--- config.mk ---
export PLATFORM = sky130hd
export DESIGN_NAME = bist_controller
export DESIGN_NICKNAME = d
export VERILOG_FILES = /design/src/rtl/bist_controller.sv
export SDC_FILE = /design/constraint.sdc
export NUM_CORES = 1
export LEC_CHECK = 0
export ABC_AREA = 1
export BUFFER_PORTS_ARGS = -buffer_cell sky130_fd_sc_hd__buf_4
export CORE_MARGIN = 3
export CORE_UTILIZATION = 54
export DETAILED_ROUTE_END_ITERATION = 10
export GPL_TIMING_DRIVEN = 0
export HOLD_SLACK_MARGIN = 0.1
export MAX_ROUTING_LAYER = met4
export PLACE_DENSITY = 0.74
export SLEW_MARGIN = 30
export SYNTH_ARGS = -nofsm -noshare
export SYNTH_HDL_FRONTEND = slang
export SYNTH_SLANG_ARGS = --single-unit
--- constraint.sdc ---
create_clock -name clk -period 1.4 [get_ports clk]
set_input_delay 0.21 -clock clk [delete_from_list [all_inputs] [get_ports clk]]
set_output_delay 0.21 -clock clk [all_outputs]
set_load 0.01 [all_outputs]
--- src/rtl/bist_controller.sv ---
// BIST run sequencer: init pulse, fixed-length run window with periodic toggles,
// finish pulse, then a held completion flag until the next start request.
module bist_controller #(
  parameter int N_CYCLES      = 650,
  parameter int TOGGLE_PERIOD = 130
) (
  input  logic clk,
  input  logic reset,
  input  logic start,
  output logic init,
  output logic running,
  output logic toggle,
  output logic finish,
  output logic bist_end
);

  localparam int CW = $clog2(N_CYCLES) + 1;
  localparam int PW = $clog2(TOGGLE_PERIOD) + 1;
  localparam logic [CW-1:0] LAST_COUNT = CW'(N_CYCLES - 1);
  localparam logic [PW-1:0] LAST_PHASE = PW'(TOGGLE_PERIOD - 1);

  typedef enum logic [2:0] {
    IDLE,
    INIT,
    RUN,
    FINISH,
    DONE
  } state_t;

  state_t          state;
  logic [CW-1:0]   count;
  logic [PW-1:0]   phase;
  logic [PW-1:0]   phase_next;

  // phase tracks count mod TOGGLE_PERIOD so no divider is needed for the toggle test
  always_comb begin
    phase_next = (phase == LAST_PHASE) ? '0 : phase + 1'b1;
  end

  always_ff @(posedge clk or posedge reset) begin
    if (reset) begin
      state    <= IDLE;
      count    <= '0;
      phase    <= '0;
      init     <= 1'b0;
      running  <= 1'b0;
      toggle   <= 1'b0;
      finish   <= 1'b0;
      bist_end <= 1'b0;
    end else begin
      init   <= 1'b0;
      toggle <= 1'b0;
      finish <= 1'b0;
      case (state)
        IDLE, DONE: begin
          if (start) begin
            state    <= INIT;
            init     <= 1'b1;
            bist_end <= 1'b0;
          end
        end
        INIT: begin
          state   <= RUN;
          count   <= '0;
          phase   <= '0;
          running <= 1'b1;
          toggle  <= (LAST_PHASE == '0);
        end
        RUN: begin
          if (count == LAST_COUNT) begin
            state   <= FINISH;
            running <= 1'b0;
            finish  <= 1'b1;
          end else begin
            count  <= count + 1'b1;
            phase  <= phase_next;
            toggle <= (phase_next == LAST_PHASE);
          end
        end
        FINISH: begin
          state    <= DONE;
          bist_end <= 1'b1;
        end
        default: begin
          state    <= IDLE;
          running  <= 1'b0;
          bist_end <= 1'b0;
        end
      endcase
    end
  end

endmodule

# --- Word level (Yosys, flattened, before mapping) ---
# Cells that the tools add are included.
# W data, S select, Z words.
totals:
  regBits: 28
  inputBits: 3
op_classes:
  n_addsub: 2
  mux: 18
  bitwise: 2
  eq_ne: 10
  reduce_logical: 9
ops:
  columns: ["operator", "n"]
  rows:
  - ["$pmux W11 S2", 1]
  - ["$eq A9 B8 Y1 const B", 2]
  - ["$mux W9", 2]
  - ["$pmux W9 S2", 1]
  - ["$pmux W3 S4", 1]
  - ["$add A11 B1 Y11 const B", 1]
  - ["$eq A11 B10 Y1 const B", 1]
  - ["$mux W11", 1]
  - ["$add A9 B1 Y9 const B", 1]
  - ["$mux W1", 8]
  - ["$reduce_and A2 Y1", 4]
  - ["$eq A3 B2 Y1 const B", 2]
  - ["$mux W3", 2]
  - ["$ne A2 B2 Y1 const B", 3]
  - ["$pmux W1 S3", 2]
  - ["$reduce_or A2 Y1", 2]
  - ["$eq A3 B1 Y1 const B", 1]
  - ["$eq A3 B3 Y1 const B", 1]
  - ["$logic_not A3 Y1", 1]
  - ["$reduce_or A3 Y1", 1]
  - ["$not A1 Y1", 2]
  - ["$reduce_bool A2 Y1", 1]

# --- Depth between registers and ports, before layout ---
# Gate-level depths: netlist (run 1).
depth:
  depth_word: 5
  depth_mapped: 11
  ltp_nobuf: 11

# --- Worst setup path before layout (run 1) ---
# OpenSTA, ideal clock, no wires.
synth_path:
  kind: "flip-flop to flip-flop"
  from: "register count[1]"
  to: "register state[2]"
  period_less_slack_ns: 1.351
  setup_ns: 0.119
  stages_incl_launch_ff: 11
  arrival_ns: 1.232
  required_ns: 1.281
  path_slack_ns: 0.049
  path_cell_list: "dfrtp_1 -> inv_1 -> ha_1 -> inv_1 -> nor2_1 -> nand3_1 -> nand2_1 -> buf_6 -> o21ai_0 -> nand2_1 -> nand2_1"
synth_between:
  elab_chain_cells: 3
synth_rtl:
  columns: ["element", "line", "text"]
  rows:
  - ["start, declared", "31", "logic [CW-1:0] count;"]
  - ["start signal, assigned", "75", "count <= count + 1'b1;"]
  - ["$eq A11 B10 Y1", "70", "if (count == LAST_COUNT) begin"]
  - ["$ne A2 B2 Y1 (no source line)", null, null]
  - ["$reduce_and A2 Y1 (no source line)", null, null]
  - ["end signal, assigned", "71", "state <= FINISH;"]
  - ["end signal, assigned", "81", "state <= DONE;"]
  - ["end signal, assigned", "85", "state <= IDLE;"]
  - ["end, declared", "30", "state_t state;"]
# No other way between the ends.
# A chain may end at the register's enable or synchronous reset.

# --- Worst setup path in the final report (run 1) ---
layout_path:
  from: "register count[1]"
  to: "register count[0]"
layout_between:
  elab_chain_cells: 3
layout_rtl:
  columns: ["element", "line"]
  rows:
  - ["$eq A11 B10 Y1", "70"]
  - ["$ne A2 B2 Y1 (no source line)", null]
  - ["$reduce_and A2 Y1 (no source line)", null]
# No other way between the ends.

==> impl_metrics.json, run 1 <==
{
  "multi_input_area_um2": 913.4,
  "vias": 1405,
  "initial_core_util_pct": 59.91,
  "p_int_mw": 1.900,
  "crit_chain": "inv_1 > ha_2 > inv_2 > nor2_4 > nand3_4 > o21ai_4 > buf_6 > nand2_2 > o21ai_2",
  "seq_area_um2": 705.7,
  "path_max_fanout": 5,
  "critPathTopFamily": "flip-flops",
  "p_leak_nw": 0.9828,
  "place_inst": 246,
  "syn_to_final_growth_pct": 29.18,
  "rsz0062_at_grt": "true",
  "report.final.hold_viol_count": 0,
  "r2r_start": "count[1]",
  "finalCriticalPeriod_ps": 1537,
  "wl_per_cell_um": 13.27,
  "first_pass_iters": 4,
  "wl_met2_um": 1887,
  "total_power_mw": 3.324,
  "ir_worst_vdd_v": 0.001379,
  "worst_slew_pin_slew_ps": 564.9,
  "cp-startpoint": "count[1]",
  "clock_sink_count": 28,
  "yosys.area.top_type": "dfrtp_1",
  "dp_hpwl_um": 2286,
  "grt_pass1_wl_um": 5768,
  "layout-drive-gt1-share_pct": 40.34,
  "cts.clk_slew.worst_paths_ps": 140,
  "cts_buffer_depth": 2,
  "top_layer": "met4",
  "failed_checks": "setup timing",
  "crit_buf_inv": 3,
  "met1Wirelength_um": 1533,
  "cp.arrival_ps": 1810,
  "grtUsageTotal_pct": 22.18,
  "grt_pass1_vias": 1328,
  "endpoint_kind": "flop",
  "holdWs_ps": 480.1,
  "max_slew_margin_pct": 62.29,
  "instances_no_fill": 268,
  "final_util_pct": 77.39,
  "yosys-top-cells-area": "dfrtp_1 (45%), nand2_1 (18%), inv_1 (6.5%)",
  "num_antenna_cells": 0,
  "hp-class": "primary input to asynchronous set/reset pin",
  "finalSetupViolations": 21,
  "synth_flop_cell": "dfrtp_1",
  "ys_seq_area_share_pct": 44.76,
  "grt_max_degree": 29,
  "crit_slowest_cell": "dfrtp_1",
  "routed_wl_um": 3556,
  "pin_count": 8,
  "post-route-period-util_pct": 109.8,
  "required_ps": 1670,
  "status": "finished, violations left",
  "design_area_mm2": 0.002022,
  "p_sw_share_pct": 42.86,
  "die_area_mm2": 0.003581,
  "rows": 18,
  "antenna_found_initial": 0,
  "cts_buffers": 3,
  "cts_max_level": 1,
  "ant_nets": 0,
  "first_iter_violations": 122,
  "yosys_warnings": 0,
  "die_height_um": 59.84,
  "netlist_top_cells_count": "nand2_1 (73), dfrtp_1 (28), inv_1 (27)",
  "synth_cell_types": 19,
  "p_comb_share_pct": 55.6,
  "p_sw_mw": 1.425,
  "fillCellCount": 185,
  "grt_overflow": 0,
  "p_seq_share_pct": 34.2,
  "synth_edf_count": 0,
  "powerDensity_mw_per_mm2": 1644,
  "synth_nets": 216,
  "slew_violations": 0,
  "dp_slack_ps": -174.4,
  "portBuffers": 7,
  "power_frac_clock_pct": 10.1,
  "critPathKind": "flop to flop",
  "wl_met3_um": 82,
  "clk_latency_ps": 340,
  "nets": 247,
  "coreArea_mm2": 0.002613,
  "gp_congestion": 0.8925,
  "cap_violations": 0,
  "fp.dieW_um": 59.84,
  "avgSynthCellArea_um2": 7.489,
  "yosysMostFrequentCell": "nand2_1",
  "tritoncts": "built",
  "final.setup.worst_slack_ps": -136.7,
  "ys_async_sr_fraction_pct": 100.0,
  "tns_ps": -1999,
  "synth_top_area_share_pct": 44.76,
  "cts-root-buf": "clkbuf_4",
  "vias_per_cell": 5.243,
  "critPathMaxStageDelay_ps": 400,
  "drc": 0,
  "cp-start-kind": "flop",
  "placed_cell_area_mm2": 0.001655,
  "syn_inst": 209,
  "ys_ff_latch": 28,
  "max_freq_mhz": 650.7,
  "finalClockSkew_ps": 4.862,
  "synth_area_mm2": 0.001565
}
## cells in the final DEF (no fill, tap or decap), types with 3 or more instances in the layout
cell      synthesis  final
nor2_1           20     12
o21bai_1          3      3
nand3_1          19     16
clkbuf_4          0      3
inv_1            27     19
nand4_1           3      3
inv_2             1      9
buf_4             0     23
nor2_2            1      7
dfrtp_1          28     24
o21ai_0          10      3
o21ai_2           5      9
nand2_1          73     51
buf_6             3      4
dfrtp_2           0      4
nand2_2           0     20
## logic make-up after synthesis
group	Yosys count	share of synthesized area [%]
AND/OR/NAND/NOR	121	32.53
buffers and inverters	31	8.873
flip-flops	28	44.76
AO/OA/AOI/OAI	21	8.393
XOR/XNOR	4	2.239
adder cells (fa/ha/maj)	4	3.198
## power groups by stage
stage                     clock (mW)  sequential, mW  combinational, mW
after floorplan                    0            1.12              0.818
after global placement             0            1.12               1.08
after detailed placement           0            1.13               1.12
after CTS                      0.339            1.11               1.30
after global routing           0.367            1.16               2.01
final                          0.337            1.14               1.85
## layer usage
layer / track usage [%] / vias to the layer above
li1: - / 713
met1: 26.79 / 667
met3: 2.376 / 6
met5: - / -
met4: 10.44 / 0
met2: 36.88 / 19
## final cells by class
cell class	count	share of cell area [%]
inverter	28	5.198
tap	30	1.856
buffer	3	1.671
clock buffer	3	1.114
multi-input combinational	150	45.17
sequential	28	34.90
timing repair buffer	26	10.09
## timing repair
action,in CTS,in global routing
pin swaps,6,18
endpoints found under the hold margin,29,0
resized for setup,14,60
hold buffers,2,0
setup endpoints to repair,24,24
cloned,0,2
setup buffers,7,8
## worst min-delay path, delay by kind of cell
family,cells,cell delay (ps)
buffers and inverters,3,1080
## worst paths after layout
path / to / slack, ps / cells past startpoint
worst max-delay path: count[0] / -140 / 9
worst min-delay path: toggle / 480 / 3
worst max register to register: count[0] / -140 / 9
worst min register to register: running / 490 / 2
max in group asynchronous: count[2] / 520 / 3
min in group clk: running / 490 / 2
## state kept, by name, indices dropped and copies added, names as in the netlist
| name | count |
|---|---|
| finish | 1 |
| count | 11 |
| toggle | 1 |
| state | 3 |
| bist_end | 1 |
| init | 1 |
| phase | 9 |
| running | 1 |
(Power assumes the default switching activity.)
==> inputs of run 2 (changes only) <==
--- a/config.mk
+++ b/config.mk
@@ -7,7 +7,7 @@
 export LEC_CHECK = 0
 export ABC_AREA = 1
 export BUFFER_PORTS_ARGS = -buffer_cell sky130_fd_sc_hd__buf_4
-export CORE_MARGIN = 3
+export CORE_MARGIN = 2
 export CORE_UTILIZATION = 54
 export DETAILED_ROUTE_END_ITERATION = 10
 export GPL_TIMING_DRIVEN = 0
==> run 2 against run 1 <==
- the flow still finishes with violations (setup timing)
- combinational power is 4% lower
- core utilization is 5.7 points lower
- cell count is 0.37% higher
- global-route usage is 1.7 points higher
- register-to-register slack hardly changed
- first-iteration DRC count is 25% lower
==> impl_metrics.json, run 2 (synthesis results as in run 1) <==
{
  "multi_input_area_um2": 870.8,
  "finalCriticalPeriod_ps": 1530,
  "syn_to_final_growth_pct": 26.30,
  "portBuffers": 7,
  "fillCellCount": 227,
  "tns_ps": -2350,
  "nets": 247,
  "post-route-period-util_pct": 109.3,
  "antenna_found_initial": 0,
  "hp-class": "primary input to asynchronous set/reset pin",
  "rows": 19,
  "num_antenna_cells": 0,
  "largestRegisters": "count x11, phase x9, state x3",
  "tritoncts": "built",
  "max_freq_mhz": 653.5,
  "grt_pass1_vias": 1434,
  "cts-root-buf": "clkbuf_4",
  "mostFrequentLayoutCell": "nand2_1",
  "die_height_um": 57.84,
  "first_iter_violations": 91,
  "cts_max_level": 1,
  "endpoint_kind": "flop",
  "design_area_mm2": 0.001977,
  "coreArea_mm2": 0.002758,
  "cts.clk_slew.worst_paths_ps": 140,
  "status": "finished, violations left",
  "finalClockSkew_ps": 5.503,
  "largest_register_ff_count": 11,
  "total_power_mw": 3.236,
  "critPathKind": "flop to flop",
  "worst_slew_pin_slew_ps": 575.5,
  "fp.dieW_um": 57.84,
  "vias": 1454,
  "top_register": "count",
  "failed_checks": "setup timing",
  "rsz0062_at_grt": "true",
  "final_cell_mix": "nand2_1 (54), dfrtp_1 (25), buf_4 (22)",
  "grt_overflow": 0,
  "finalSetupViolations": 24,
  "seq_area_um2": 704.4,
  "grt_pass1_wl_um": 5968,
  "cts_buffers": 3,
  "wl_per_cell_um": 14.06,
  "path_max_fanout": 5,
  "routed_wl_um": 3781,
  "cts_buffer_depth": 2,
  "max_slew_margin_pct": 61.58,
  "vias_per_cell": 5.405,
  "dp_slack_ps": -168.2,
  "cp-start-kind": "flop",
  "dp_hpwl_um": 2237,
  "grt_max_degree": 29,
  "required_ps": 1670,
  "drc": 0,
  "clock_sink_count": 28,
  "first_pass_iters": 4,
  "instances_no_fill": 269,
  "placed_cell_area_mm2": 0.001657,
  "place_inst": 247,
  "ir_worst_vdd_v": 0.001457,
  "report.final.hold_viol_count": 0,
  "initial_core_util_pct": 56.76,
  "gp_congestion": 0.9373,
  "pin_count": 8,
  "final.setup.worst_slack_ps": -130.3,
  "p_leak_nw": 0.9735,
  "cap_violations": 0,
  "grtUsageTotal_pct": 23.86,
  "slew_violations": 0,
  "clk_latency_ps": 330,
  "layout-drive-gt1-share_pct": 36.55,
  "ant_nets": 0,
  "die_area_mm2": 0.003345,
  "powerDensity_mw_per_mm2": 1637,
  "cp.arrival_ps": 1800
}
## run 2: cell types whose count changed in the layout (fill, tap and decap cells not counted), moves of 2 or more
cell,previous run,this run
o21ai_2,9,7
nor2_2,7,5
nand2_2,20,18
o21ai_0,3,1
nor2_1,12,14
o21ai_1,2,6
nand2_1,51,54
## run 2: final cells by class
class,instances,area share [%]
Buffer,3,1.709
Clock buffer,3,1.139
Inverter,28,5.316
Multi-Input combinational cell,150,44.05
Sequential cell,28,35.63
Tap cell,31,1.962
Timing Repair Buffer,26,10.19
## run 2: metrics by stage
step           util (%)  hold slack (ps)
6_report          71.69            483.7
5_1_grt           71.69            550.7
4_1_cts           65.25            500.1
3_5_place_dp      60.07            309.6
3_3_place_gp      60.07            452.8
2_1_floorplan         -            275.4
## run 2: per-layer routing
metal | vias up | GRT usage [%] | routed length (um)
met4 | 0 | 11.96 | 162
met2 | 38 | 40.42 | 1910
met1 | 687 | 28.09 | 1604
li1 | 712 | - | -
met5 | - | - | 0
met3 | 17 | 2.679 | 103
## run 2: worst max-delay path, stage by stage (launching register included)
cell and delay, ps:
dfrtp_1 430, inv_2 120, nand2_1 90, nor2_2 180
nand3_4 120, o21ai_4 240, buf_6 180, nand2_2 40
o21ai_1 70
## run 2: final timing paths
check,cells past startpoint,slack [ps],start,to
worst max-delay path,8,-130,count[4],count[2]
worst max register to register,8,-130,count[4],count[2]
worst min register to register,2,500,running,running
max in group asynchronous,3,510,reset,phase[3]
worst min-delay path,3,480,reset,running
min in group clk,2,500,running,running
## run 2: power by group
part / internal (mW) / leakage [nW] / switching [mW] / total (mW)
registers: 0.966 / 0.375 / 0.170 / 1.14
clock network: 0.101 / 0.0138 / 0.229 / 0.330
logic: 0.787 / 0.585 / 0.983 / 1.77
## run 2: timing repair
item | CTS | global route
resized for setup | 11 | 53
cloned | 2 | 1
pin swaps | 5 | 16
setup buffers | 8 | 6
endpoints found under the hold margin | 29 | 0
hold buffers | 2 | 0
setup endpoints to repair | 24 | 24
==> inputs of run 3 (changes only) <==
--- a/config.mk
+++ b/config.mk
@@ -13,7 +13,7 @@
 export GPL_TIMING_DRIVEN = 0
 export HOLD_SLACK_MARGIN = 0.1
 export MAX_ROUTING_LAYER = met4
-export PLACE_DENSITY = 0.74
+export PLACE_DENSITY = 0.73
 export SLEW_MARGIN = 30
 export SYNTH_ARGS = -nofsm -noshare
 export SYNTH_HDL_FRONTEND = slang
==> run 3 against run 2 <==
- the flow still finishes with violations (setup timing)
- first-iteration DRC count decreased by 9.9%
- clock-buffer cell count is the same
- non-clock buffer count fell by 4
- register-to-register slack better by 20 ps
- final area is 4.3% lower
- sequential share of layout area grew 1.4 points
- global-route usage decreased by 0.87 points
==> impl_metrics.json, run 3 (synthesis results as in run 1) <==
{
  "report.final.hold_viol_count": 0,
  "finalClockSkew_ps": 7.494,
  "mostFrequentLayoutCell": "nand2_1",
  "critPathMaxStageDelay_ps": 430,
  "first_pass_iters": 4,
  "nets": 243,
  "coreArea_mm2": 0.002758,
  "drc": 0,
  "die_height_um": 57.84,
  "grt_max_degree": 29,
  "cap_violations": 0,
  "layout-drive-gt1-share_pct": 23.83,
  "cp.arrival_ps": 1790,
  "clock_sink_count": 28,
  "cts_buffer_depth": 2,
  "finalSetupViolations": 24,
  "failed_checks": "setup timing",
  "crit_buf_inv": 3,
  "endpoint_kind": "flop",
  "status": "finished, violations left",
  "rsz0062_at_grt": "true",
  "critPathTopFamily": "flip-flops",
  "slew_violations": 0,
  "syn_to_final_growth_pct": 20.86,
  "die_area_mm2": 0.003345,
  "fillCellCount": 216,
  "total_power_mw": 3.161,
  "num_antenna_cells": 0,
  "grtUsageTotal_pct": 23.00,
  "p_leak_nw": 0.9655,
  "rows": 19,
  "vias_per_cell": 5.139,
  "gp_congestion": 0.9441,
  "ir_worst_vdd_v": 0.001537,
  "powerDensity_mw_per_mm2": 1671,
  "reg2regPathDepth": 9,
  "initial_core_util_pct": 56.76,
  "wl_per_cell_um": 12.82,
  "required_ps": 1670,
  "dp_slack_ps": -156.6,
  "first_iter_violations": 82,
  "cts-root-buf": "clkbuf_4",
  "path_max_fanout": 5,
  "cts_max_level": 1,
  "ant_nets": 0,
  "clk_latency_ps": 330,
  "dp_hpwl_um": 2173,
  "grt_pass1_wl_um": 5871,
  "cp-start-kind": "flop",
  "pin_count": 8,
  "worstReg2RegEnd": "count[2]",
  "post-route-period-util_pct": 108.2,
  "r2r_start": "count[1]",
  "antenna_found_initial": 0,
  "worst_slew_pin_slew_ps": 575.5,
  "place_inst": 247,
  "tns_ps": -1918,
  "top_register": "count",
  "max_slew_margin_pct": 61.58,
  "tritoncts": "built",
  "cts_buffers": 3,
  "finalCriticalPeriod_ps": 1515,
  "grt_overflow": 0,
  "crit_slowest_cell": "dfrtp_1",
  "fp.dieW_um": 57.84,
  "critPathKind": "flop to flop",
  "max_freq_mhz": 660.1,
  "seq_area_um2": 700.7,
  "multi_input_area_um2": 793.3,
  "instances_no_fill": 266,
  "final_cell_mix": "nand2_1 (71), dfrtp_1 (28), inv_1 (23)",
  "holdWs_ps": 487.9,
  "portBuffers": 7,
  "r2r_slack_ps": -110,
  "routed_wl_um": 3410,
  "grt_pass1_vias": 1308,
  "cts.clk_slew.worst_paths_ps": 150,
  "hp-class": "primary input to asynchronous set/reset pin",
  "final.setup.worst_slack_ps": -114.9,
  "largest_register_ff_count": 11,
  "crit_chain": "inv_1 > ha_2 > inv_2 > nor2_2 > nand3_2 > o21ai_4 > buf_6 > nand2_1 > o21ai_1",
  "largestRegisters": "count x11, phase x9, state x3",
  "vias": 1367
}
==> run 3: cell types whose count changed in the layout (fill, tap and decap cells not counted), sizes merged <==
cell,before,now
buf,27,23
bufinv,0,1
==> run 3: how the worst max path moves through the flow <==
stage                         from  slack [ps]        to  cells after the start
final                     count[1]        -110  count[2]                      9
after global placement    count[1]        -100  state[2]                     10
after detailed placement  count[0]        -160  phase[1]                      8
after floorplan           count[1]          50  state[2]                     10
after CTS                 count[1]        -100  phase[1]                      9
after global routing      count[1]        -200  count[6]                      8
==> run 3: layout make-up <==
| type | instances | share of cell area (%) |
|---|---|---|
| Buffer | 3 | 1.786 |
| Clock buffer | 3 | 1.190 |
| Clock inverter | 1 | 1.587 |
| Inverter | 28 | 5.556 |
| Multi-Input combinational cell | 150 | 41.93 |
| Sequential cell | 28 | 37.04 |
| Tap cell | 31 | 2.050 |
| Timing Repair Buffer | 22 | 8.862 |
==> run 3: routing by layer <==
| layer | routed length, um | vias up | global-route usage [%] |
|---|---|---|---|
| li1 | - | 708 | - |
| met1 | 1541 | 640 | 30.01 |
| met2 | 1748 | 13 | 38.80 |
| met3 | 89 | 6 | 2.679 |
| met4 | 30 | 0 | 4.983 |
| met5 | 0 | - | - |
==> run 3: power breakdown <==
part	switching [mW]	internal, mW
clock	0.243	0.290
combinational	0.851	0.653
sequential	0.161	0.963
total	1.26	1.91
==> run 3: per-stage QoR <==
stage / util, % / cell area [um^2]
global route: 68.60 / 1892
global placement: 60.07 / 1657
CTS: 66.56 / 1836
detailed placement: 60.07 / 1657
floorplan: - / 1565
finish: 68.60 / 1892
==> run 3: what timing repair did <==
item | in CTS | in global routing
buffers inserted | 9 | 2
pin swaps | 5 | 2
gates resized for setup | 16 | 13
cloned | 1 | 1
hold buffers | 2 | 0
setup endpoints to repair | 24 | 24
hold endpoints to repair | 29 | 0
==> run 3: worst register-to-register path: stages (launching register included) <==
cell	delay, ps
dfrtp_1	430
inv_1	70
ha_2	170
inv_2	40
nor2_2	80
nand3_2	130
o21ai_4	220
buf_6	160
nand2_1	70
o21ai_1	80
